File: config.mk
export PLATFORM = sky130hd
export DESIGN_NAME = data_mem_lw_flat
export DESIGN_NICKNAME = d
export VERILOG_FILES = /design/src/rtl/data_mem_lw_if.sv /design/src/rtl/data_mem_lw.sv /design/src/flat_wrapper.sv
export SDC_FILE = /design/constraint.sdc
export NUM_CORES = 1
export LEC_CHECK = 0
export ABC_AREA = 1
export BUFFER_PORTS_ARGS = -buffer_cell sky130_fd_sc_hd__buf_2
export CORE_ASPECT_RATIO = 0.7
export CORE_MARGIN = 4
export CORE_UTILIZATION = 30
export CTS_CLUSTER_DIAMETER = 200
export DETAILED_ROUTE_END_ITERATION = 12
export PLACE_DENSITY = 0.49
export SYNTH_ARGS = -nofsm -noshare
export SYNTH_HDL_FRONTEND = slang
export SYNTH_SLANG_ARGS = --single-unit
File: constraint.sdc
create_clock -name clk -period 1.5 [get_ports clk]
set_input_delay 0.075 -clock clk [delete_from_list [all_inputs] [get_ports clk]]
set_output_delay 0.075 -clock clk [all_outputs]
set_load 0.005 [all_outputs]
File: src/rtl/data_mem_lw_if.sv
`default_nettype none
// ============================================================================
//  Module      : data_mem_lw_if
//  Description : Core-side load request and data-memory read handshake
//                bundle for data_mem_lw.
//                master : core + memory model (drives requests, acks, data)
//                slave  : load unit (drives mem_req/mem_addr, load results)
//  Signals     : load_req, lw_sw_op[2:0], addr[31:0]      core -> unit
//                mem_req, mem_addr[31:0]                   unit -> memory
//                mem_ack, mem_rdata[31:0]                  memory -> unit
//                load_data[31:0], load_valid, load_fault,
//                load_stall                                unit -> core
//  Revision    : 1.0 - initial release
// ============================================================================
interface data_mem_lw_if;
    logic        load_req;
    logic [2:0]  lw_sw_op;
    logic [31:0] addr;
    logic        mem_req;
    logic [31:0] mem_addr;
    logic        mem_ack;
    logic [31:0] mem_rdata;
    logic [31:0] load_data;
    logic        load_valid;
    logic        load_fault;
    logic        load_stall;

    modport master (
        output load_req, lw_sw_op, addr, mem_ack, mem_rdata,
        input  mem_req, mem_addr, load_data, load_valid, load_fault, load_stall
    );

    modport slave (
        input  load_req, lw_sw_op, addr, mem_ack, mem_rdata,
        output mem_req, mem_addr, load_data, load_valid, load_fault, load_stall
    );
endinterface
`default_nettype wire

File: src/rtl/data_mem_lw.sv
`default_nettype none
// ============================================================================
//  Module      : data_mem_lw
//  Description : Load-side memory access unit. Accepts a load from the core,
//                issues a word-aligned read over a req/ack handshake, then
//                extracts and sign/zero-extends the addressed byte, halfword
//                or word. Stalls the core while the read is outstanding and
//                reports misaligned, illegal-op and timed-out loads as faults.
//  Ports       : clk            system clock, rising edge
//                rst_n          asynchronous active-low reset
//                bus (slave)    load request / memory handshake / results
//  Parameters  : TIMEOUT_CYCLES max WAIT cycles without ack (0..255, 0=off)
//  Revision    : 1.0 - initial release
// ============================================================================
module data_mem_lw #(
    parameter int unsigned TIMEOUT_CYCLES = 255
) (
    input  wire logic    clk,
    input  wire logic    rst_n,
    data_mem_lw_if.slave bus
);
    localparam logic [2:0] c_op_lb  = 3'b000;
    localparam logic [2:0] c_op_lh  = 3'b001;
    localparam logic [2:0] c_op_lw  = 3'b010;
    localparam logic [2:0] c_op_lbu = 3'b100;
    localparam logic [2:0] c_op_lhu = 3'b101;

    localparam logic       c_tmo_en   = (TIMEOUT_CYCLES != 0);
    // Last counter value before expiry; wraps harmlessly when disabled.
    localparam logic [7:0] c_tmo_last = 8'(TIMEOUT_CYCLES - 1);

    typedef enum logic [1:0] {
        S_IDLE  = 2'd0,
        S_WAIT  = 2'd1,
        S_DONE  = 2'd2,
        S_FAULT = 2'd3
    } state_t;

    state_t      r_state;
    logic [2:0]  r_op;
    logic [1:0]  r_lane;
    logic [31:0] r_mem_addr;
    logic [31:0] r_load_data;
    logic [7:0]  r_cnt;
    logic        r_mem_req;
    logic        r_load_valid;
    logic        r_load_fault;

    logic        w_op_legal;
    logic        w_misaligned;
    logic [31:0] w_shift;
    logic [7:0]  w_byte;
    logic [15:0] w_half;
    logic [31:0] w_ext;

    // Request qualification, evaluated on the live request in IDLE.
    always_comb begin
        w_op_legal = 1'b0;
        case (bus.lw_sw_op)
            c_op_lb, c_op_lh, c_op_lw, c_op_lbu, c_op_lhu: w_op_legal = 1'b1;
            default:                                       w_op_legal = 1'b0;
        endcase
    end

    always_comb begin
        w_misaligned = 1'b0;
        if ((bus.lw_sw_op == c_op_lh || bus.lw_sw_op == c_op_lhu) && bus.addr[0])
            w_misaligned = 1'b1;
        if (bus.lw_sw_op == c_op_lw && bus.addr[1:0] != 2'b00)
            w_misaligned = 1'b1;
    end

    // Lane extraction uses the captured op/lane, so the core may change
    // its request inputs freely while the read is outstanding.
    always_comb begin
        w_shift = bus.mem_rdata >> {r_lane, 3'b000};
        w_byte  = w_shift[7:0];
        w_half  = r_lane[1] ? bus.mem_rdata[31:16] : bus.mem_rdata[15:0];
        case (r_op)
            c_op_lb:  w_ext = {{24{w_byte[7]}}, w_byte};
            c_op_lbu: w_ext = {24'h000000, w_byte};
            c_op_lh:  w_ext = {{16{w_half[15]}}, w_half};
            c_op_lhu: w_ext = {16'h0000, w_half};
            default:  w_ext = bus.mem_rdata;
        endcase
    end

    // Handshake outputs are flops set together with the next state so they
    // never glitch and drop asynchronously with reset.
    always_ff @(posedge clk or negedge rst_n) begin
        if (!rst_n) begin
            r_state      <= S_IDLE;
            r_op         <= 3'b000;
            r_lane       <= 2'b00;
            r_mem_addr   <= 32'h0;
            r_load_data  <= 32'h0;
            r_cnt        <= 8'h00;
            r_mem_req    <= 1'b0;
            r_load_valid <= 1'b0;
            r_load_fault <= 1'b0;
        end else begin
            r_load_valid <= 1'b0;
            r_load_fault <= 1'b0;
            case (r_state)
                S_IDLE: begin
                    if (bus.load_req) begin
                        r_op       <= bus.lw_sw_op;
                        r_lane     <= bus.addr[1:0];
                        r_mem_addr <= {bus.addr[31:2], 2'b00};
                        r_cnt      <= 8'h00;
                        if (!w_op_legal || w_misaligned) begin
                            r_state      <= S_FAULT;
                            r_load_fault <= 1'b1;
                        end else begin
                            r_state   <= S_WAIT;
                            r_mem_req <= 1'b1;
                        end
                    end
                end
                S_WAIT: begin
                    // Ack is checked first so it wins over a coincident expiry.
                    if (bus.mem_ack) begin
                        r_load_data  <= w_ext;
                        r_state      <= S_DONE;
                        r_mem_req    <= 1'b0;
                        r_load_valid <= 1'b1;
                    end else if (c_tmo_en && r_cnt == c_tmo_last) begin
                        r_state      <= S_FAULT;
                        r_mem_req    <= 1'b0;
                        r_load_fault <= 1'b1;
                    end else begin
                        r_cnt <= r_cnt + 8'd1;
                    end
                end
                S_DONE:  r_state <= S_IDLE;
                S_FAULT: r_state <= S_IDLE;
                default: r_state <= S_IDLE;
            endcase
        end
    end

    assign bus.mem_req    = r_mem_req;
    assign bus.mem_addr   = r_mem_addr;
    assign bus.load_data  = r_load_data;
    assign bus.load_valid = r_load_valid;
    assign bus.load_fault = r_load_fault;
    // Combinational from load_req so the core stalls in the acceptance cycle.
    assign bus.load_stall = (r_state == S_IDLE && bus.load_req) || (r_state == S_WAIT);

endmodule
`default_nettype wire

File: src/flat_wrapper.sv
// flat-port wrapper written by rule: the top's interface ports become plain ports
module data_mem_lw_flat 
#(
    parameter int unsigned TIMEOUT_CYCLES = 255
)
  (clk, rst_n, bus_load_req, bus_lw_sw_op, bus_addr, bus_mem_ack, bus_mem_rdata, bus_mem_req, bus_mem_addr, bus_load_data, bus_load_valid, bus_load_fault, bus_load_stall);
  data_mem_lw_if bus_i ();
  input  wire logic clk;
  input  wire logic rst_n;
  input wire logic [$bits(bus_i.load_req)-1:0] bus_load_req;
  input wire logic [$bits(bus_i.lw_sw_op)-1:0] bus_lw_sw_op;
  input wire logic [$bits(bus_i.addr)-1:0] bus_addr;
  input wire logic [$bits(bus_i.mem_ack)-1:0] bus_mem_ack;
  input wire logic [$bits(bus_i.mem_rdata)-1:0] bus_mem_rdata;
  output wire logic [$bits(bus_i.mem_req)-1:0] bus_mem_req;
  output wire logic [$bits(bus_i.mem_addr)-1:0] bus_mem_addr;
  output wire logic [$bits(bus_i.load_data)-1:0] bus_load_data;
  output wire logic [$bits(bus_i.load_valid)-1:0] bus_load_valid;
  output wire logic [$bits(bus_i.load_fault)-1:0] bus_load_fault;
  output wire logic [$bits(bus_i.load_stall)-1:0] bus_load_stall;
  assign bus_i.load_req = bus_load_req;
  assign bus_i.lw_sw_op = bus_lw_sw_op;
  assign bus_i.addr = bus_addr;
  assign bus_i.mem_ack = bus_mem_ack;
  assign bus_i.mem_rdata = bus_mem_rdata;
  assign bus_mem_req = bus_i.mem_req;
  assign bus_mem_addr = bus_i.mem_addr;
  assign bus_load_data = bus_i.load_data;
  assign bus_load_valid = bus_i.load_valid;
  assign bus_load_fault = bus_i.load_fault;
  assign bus_load_stall = bus_i.load_stall;
  data_mem_lw #(.TIMEOUT_CYCLES(TIMEOUT_CYCLES)) u_core (.clk(clk), .rst_n(rst_n), .bus(bus_i));
endmodule
==> qor.yml, run 1 <==
route:
  vias: 3730
  dr_wl_met2_um: 5459
  via_per_inst: 4.388
  highest_layer: "met5"
  drt-initial-drc-count: 254
  routed_wl_um: 12140
  drt_pass1_iterations: 4
  drc_errors: 0
  antenna_left: 0
  met3WireLength_um: 587
  wire_per_inst_um: 14.28
  drt-met1-wl_um: 5900
setup_path:
  r2r-start: "u_core.r_state[0]$_DFFE_PN0P_"
  path_class: "flip-flop to flip-flop"
  crit_path_end_kind: "flip-flop"
  critPathBufInv: 5
  arrival_ns: 1.68
  critPathLaunchType: "flip-flop"
  crit_fanout: 29
  crit_chain: "buf_4 > nand2_4 > inv_6 > nand2_4 > inv_2 > buf_12 > or2_2 > nand2_1 > inv_1"
  crit_family: "simple AND/OR/NAND/NOR gates"
  crit_slowest_cell: "dfrtp_1"
  crit_start: "u_core.r_state[0]$_DFFE_PN0P_"
  cpMostUsedCell: "nand2_4"
  slowest_delay_ns: 0.38
  cp.required_ns: 1.74
pwr:
  power_switching_share_pct: 37.95
  p_int_w: 0.006799
  ir_drop_uv: 692.7
  power_density_nw_per_um2: 1878
  p_seq_share_pct: 34.3
  power.leakage_nw: 3.004
  clkPwrFrac_pct: 20.8
  power_w: 0.01096
  p_sw_w: 0.004159
  pwr-share-comb_pct: 44.9
floorplanning:
  io_pins: 139
  rows: 35
  coreArea_um2: 13440
  die_w_um: 149.6
  die-area_um2: 16020
  start_util_pct: 31.31
  die_h_um: 107.1
clock_network:
  cts_made_buffers: 9
  clockBufferDepth: 2
  cts-root-buf: "clkbuf_16"
  clk_pin_slew_ns: 0.06
  clock-sinks: 80
  cts_tree: "done"
  clock_latency_ns: 0.34
  htreeDepth: 3
placed_design:
  io_buffers: 136
  pre_cts_slack_ns: 0.03759
  place_inst: 799
  placed_area_um2: 5140
  gp_congestion: 0.8561
  dpl.hpwl_um: 8766
synthesis:
  synth_cell_types: 34
  yosys_warnings: 0
  ys.flop_type: "dfrtp_1"
  synth_cells: 484
  synth-edff-count: 0
  synth_area_um2: 4209
  yosysSeqAreaShare_pct: 47.56
  synth.ff_latch_count: 80
  async_flop_share_pct: 100.0
  synth.avg_cell_area_um2: 8.696
grt:
  grt_max_degree: 38
  antenna_found_initial: 1
  grt_pass1_vias: 3670
  grt_usage_pct: 15.43
  grt_pass1_wl_um: 19380
  grt.overflow.total: 0
sta:
  slew_violations: 0
  setup_ws_ns: 0.06385
  clock_skew_ns: 0.006111
  max_freq_mhz: 696.3
  post-route-period-util_pct: 95.74
  setup_violations: 0
  min_period_ns: 1.436
  grt_setup_unrepaired: "true"
  hold_viol_final: 0
  whs_ns: 0.006177
finish:
  area_growth_pct: 38.61
  diodes: 0
  final_area_um2: 5834
  layoutNonFillerInstCount: 850
  layout.nets: 733
  drive_gt1_share_pct: 37.44
worst_hold_path:
  hold_class: "input port to flip-flop"
  min_from: "bus_mem_rdata[3]"
status:
  status: "completed"
run:
  maxCapViolCount: 0
## cell usage in the layout, fill, tap and decap left out, drive strengths merged
master       count
a21o             6
a21oi           32
a31oi            1
buf            152
bufinv           1
clkbuf          10
clkinv           4
clkinvlp         1
conb             2
dfrtp           80
dlygate4sd3     34
ha               2
inv             68
mux2            30
nand2          124
nand3           40
nand4            3
nor2            22
o211ai           5
o21ai           20
o21bai           1
o22ai            1
or2             25
xor2             1
## per-stage QoR
stage	util (%)	setup TNS [ns]
floorplan	-	0
CTS	43.07	0
global placement	38.23	0
global route	43.40	-0.009872
detailed placement	38.23	0
finish	43.40	0
## final timing paths
check,slack [ns],to,cells past startpoint
min in group asynchronous,0.22,u_core.bus.mem_addr[16]$_DFFE_PN0P_,2
max reg2reg,0.06,u_core.bus.load_data[18]$_DFFE_PN0P_,9
max,0.06,u_core.bus.load_data[18]$_DFFE_PN0P_,9
max in group asynchronous,0.78,u_core.bus.load_data[10]$_DFFE_PN0P_,3
min reg2reg,0.48,u_core.bus.load_data[3]$_DFFE_PN0P_,2
min,0.006,u_core.bus.load_data[3]$_DFFE_PN0P_,3
## synth_stat cells (3+ instances only)
master / number / share of area, %
nand4_1: 3 / 0.45
mux2_2: 30 / 8.0
dfrtp_1: 80 / 48
a21oi_1: 13 / 1.5
or2_0: 5 / 0.74
a21o_1: 6 / 1.1
nand2_2: 4 / 0.59
buf_4: 7 / 1.2
o21ai_1: 10 / 1.2
inv_1: 60 / 5.4
o21ai_0: 9 / 1.1
or2_1: 13 / 1.9
inv_2: 7 / 0.62
buf_6: 6 / 1.6
a21oi_2: 19 / 4.0
nand2_1: 118 / 11
or2_2: 7 / 1.0
o211ai_1: 5 / 0.89
nor2_1: 19 / 1.7
buf_2: 7 / 0.83
nand3_1: 38 / 4.5
## cells by family after synthesis
group | Yosys count | synth area share, %
AOI/OAI and AO/OA | 66 | 10.40
xor gates and xnor gates | 1 | 0.2081
adders and majority gates | 2 | 0.5944
buffers and inverters | 90 | 10.05
DFF | 80 | 47.56
muxes | 30 | 8.026
other | 1 | 0.08909
and+or+nand+nor | 214 | 23.07
## sequential cells by signal, summed over array words and instances, names as in the netlist
register	flops
u_core.bus.load_data	32
u_core.bus.load_fault	1
u_core.bus.load_valid	1
u_core.bus.mem_addr	30
u_core.bus.mem_req	1
u_core.r_cnt	8
u_core.r_lane	2
u_core.r_op	3
u_core.r_state	2
## tightest hold or removal path, cell delays in order
cell      delay [ns]
buf_2           0.08
o211ai_1        0.09
nand2_1         0.07
## layout make-up
| type | instances | area [µm²] |
|---|---|---|
| multi-input cells | 315 | 1818 |
| repair buffers | 186 | 1214 |
| well taps | 185 | 231.5 |
| fillers | 1357 | 7610 |
| clock inverters | 6 | 68.82 |
| inverters | 68 | 260.3 |
| flip-flops and latches | 80 | 2003 |
| clock buffers | 10 | 239.0 |
## metal layers
metal / vias to the layer above / global-route usage, %
li1: 1882 / -
met3: 15 / 4.267
met4: 2 / 5.160
met5: - / 0
met2: 88 / 23.19
met1: 1743 / 21.45
## power by group through the flow
stage / Sequential (W) / Combinational (W) / Clock [W]
2_1_floorplan: 0.00378 / 0.00293 / 0
3_3_place_gp: 0.00376 / 0.00472 / 0
3_5_place_dp: 0.00378 / 0.00476 / 0
4_1_cts: 0.00377 / 0.00484 / 0.00235
5_1_grt: 0.00388 / 0.00550 / 0.00244
6_report: 0.00376 / 0.00492 / 0.00228
## repair_timing
item	CTS	global route
hold buffers	34	0
setup buffers	0	1
setup endpoints to repair	1	39
hold endpoints to repair	62	0
pin swaps	0	1
gates resized for setup	1	10
Power figures use the tool's default switching activity.
==> inputs of run 2 (changes only) <==
- CELL_PAD_IN_SITES_DETAIL_PLACEMENT: unset -> 1
- CELL_PAD_IN_SITES_GLOBAL_PLACEMENT: unset -> 1
- PLACE_DENSITY: 0.49 -> 0.64
==> run 2 against run 1 <==
Net effect:
- routed wire length grew 9.9%
- final area shrank 0.43%
- sequential power is essentially flat
- critical path depth shrank 1
- highest routed layer is now met4
- clock skew shrank 0.00076 ns
- total power shrank 0.53%
==> qor.yml, run 2 (same netlist as run 1, synthesis figures left out) <==
placed_design:
  place_inst: 800
  io_buffers: 136
  gp_congestion: 0.8116
  dpl.hpwl_um: 10010
setup_path:
  crit_slowest_cell: "dfrtp_1"
  crit_path_end_kind: "flip-flop"
  path_class: "flip-flop to flip-flop"
  slowest_delay_ns: 0.40
  crit_fanout: 29
  arrival_ns: 1.65
  cp.required_ns: 1.74
  critPathLaunchType: "flip-flop"
  crit_chain: "nand2_4 > inv_6 > nand2_4 > inv_2 > buf_12 > or2_2 > nand2_1 > inv_1"
  cpMostUsedCell: "nand2_4"
run:
  maxCapViolCount: 0
sta:
  min_period_ns: 1.411
  post-route-period-util_pct: 94.05
  max_freq_mhz: 708.8
  hold_viol_final: 0
  setup_violations: 0
  slew_violations: 0
  grt_setup_unrepaired: "true"
  clock_skew_ns: 0.005350
clock_network:
  htreeDepth: 3
  clockBufferDepth: 2
  cts_made_buffers: 9
  clk_pin_slew_ns: 0.07
  clock_latency_ns: 0.34
  cts_tree: "done"
  cts-root-buf: "clkbuf_16"
  clock-sinks: 80
route:
  wire_per_inst_um: 15.68
  drc_errors: 0
  via_per_inst: 4.492
  drt_pass1_iterations: 4
  antenna_left: 0
  drt-initial-drc-count: 115
  routed_wl_um: 13350
  vias: 3823
pwr:
  power_w: 0.01090
  ir_drop_uv: 696.2
  power.leakage_nw: 2.995
  power_density_nw_per_um2: 1876
floorplanning:
  die_h_um: 107.1
  rows: 35
  die-area_um2: 16020
  die_w_um: 149.6
  io_pins: 139
  start_util_pct: 31.31
  coreArea_um2: 13440
grt:
  use_met3_pct: 4.309
  antenna_found_initial: 0
  grt_max_degree: 34
  grt_pass1_wl_um: 21800
  met2_usage_pct: 28.87
  grt.overflow.total: 0
  grt_use_met1_pct: 22.38
  top_usage_layer: "met2"
  grt_pass1_vias: 4236
  grt_usage_pct: 17.22
worst_hold_path:
  hold_class: "input port to flip-flop"
finish:
  final_common_cell: "buf_2"
  largest_reg_flops: 32
  diodes: 0
  area_growth_pct: 38.02
  fillers: 1641
  layoutNonFillerInstCount: 851
  drive_gt1_share_pct: 37.39
  final_cell_mix: "135 x buf_2, 118 x nand2_1, 80 x dfrtp_1"
  layout.nets: 734
status:
  status: "completed"
[run 2: critical path, delay by kind of cell, from the launching register on]
kind          cells  cell delay [ns]
simple gates      4             0.59
flops             1             0.40
buf+inv           4             0.31
[run 2: timing repair]
action	CTS	global route
buffers inserted	0	1
endpoints found under the setup margin	24	25
cloned	0	1
hold buffers	33	0
pin swaps	0	3
resized for setup	1	6
hold endpoints to repair	59	0
[run 2: final cells by class]
cell class                      instances  area, µm²  area share, %
Inverter                               68      260.3          4.480
Clock buffer                           10      239.0          4.114
Clock inverter                          6      50.05         0.8615
Tap cell                              185      231.5          3.984
Timing Repair Buffer                  186       1204          20.72
Sequential cell                        80       2002          34.46
Multi-Input combinational cell        316       1823          31.38
[run 2: path summary, 6_finish.rpt]
check,startpoint,endpoint,slack (ns),cells after the start
worst min-delay path,bus_addr[1],u_core.r_lane[1]$_DFFE_PN0P_,0.01,3
worst max-delay path,u_core.r_state[0]$_DFFE_PN0P_,u_core.bus.load_data[20]$_DFFE_PN0P_,0.09,8
worst min register to register,u_core.bus.load_data[6]$_DFFE_PN0P_,u_core.bus.load_data[6]$_DFFE_PN0P_,0.48,2
worst max register to register,u_core.r_state[0]$_DFFE_PN0P_,u_core.bus.load_data[20]$_DFFE_PN0P_,0.09,8
max in group asynchronous,rst_n,u_core.bus.load_data[0]$_DFFE_PN0P_,0.74,3
min in group asynchronous,rst_n,u_core.bus.mem_addr[8]$_DFFE_PN0P_,0.22,2
[run 2: routing by layer]
metal | vias up | wire [µm]
li1 | 1877 | -
met1 | 1861 | 6121
met2 | 78 | 6456
met3 | 7 | 667
met4 | 0 | 101
met5 | - | 0
[run 2: where the power goes]
part / switching (W) / total [W] / internal [W]
sequential: 0.000571 / 0.00373 / 0.00316
clock: 0.000945 / 0.00213 / 0.00118
combinational: 0.00276 / 0.00504 / 0.00227
total: 0.00428 / 0.0109 / 0.00662
[run 2: metrics by stage]
| step | hold slack [ns] | util, % | instance area, µm² | setup TNS [ns] | setup slack, ns |
|---|---|---|---|---|---|
| after floorplan | -0.2206 | - | 4213 | 0 | 0.1979 |
| after global placement | 0.03805 | 38.29 | 5147 | 0 | 0.06977 |
| after detailed placement | 0.04015 | 38.29 | 5147 | -0.1831 | -0.04347 |
| after CTS | 0.0004093 | 42.93 | 5772 | 0 | 0.05963 |
| after global routing | 0.02242 | 43.21 | 5809 | -0.1117 | -0.03872 |
| final | 0.01479 | 43.21 | 5809 | 0 | 0.08919 |
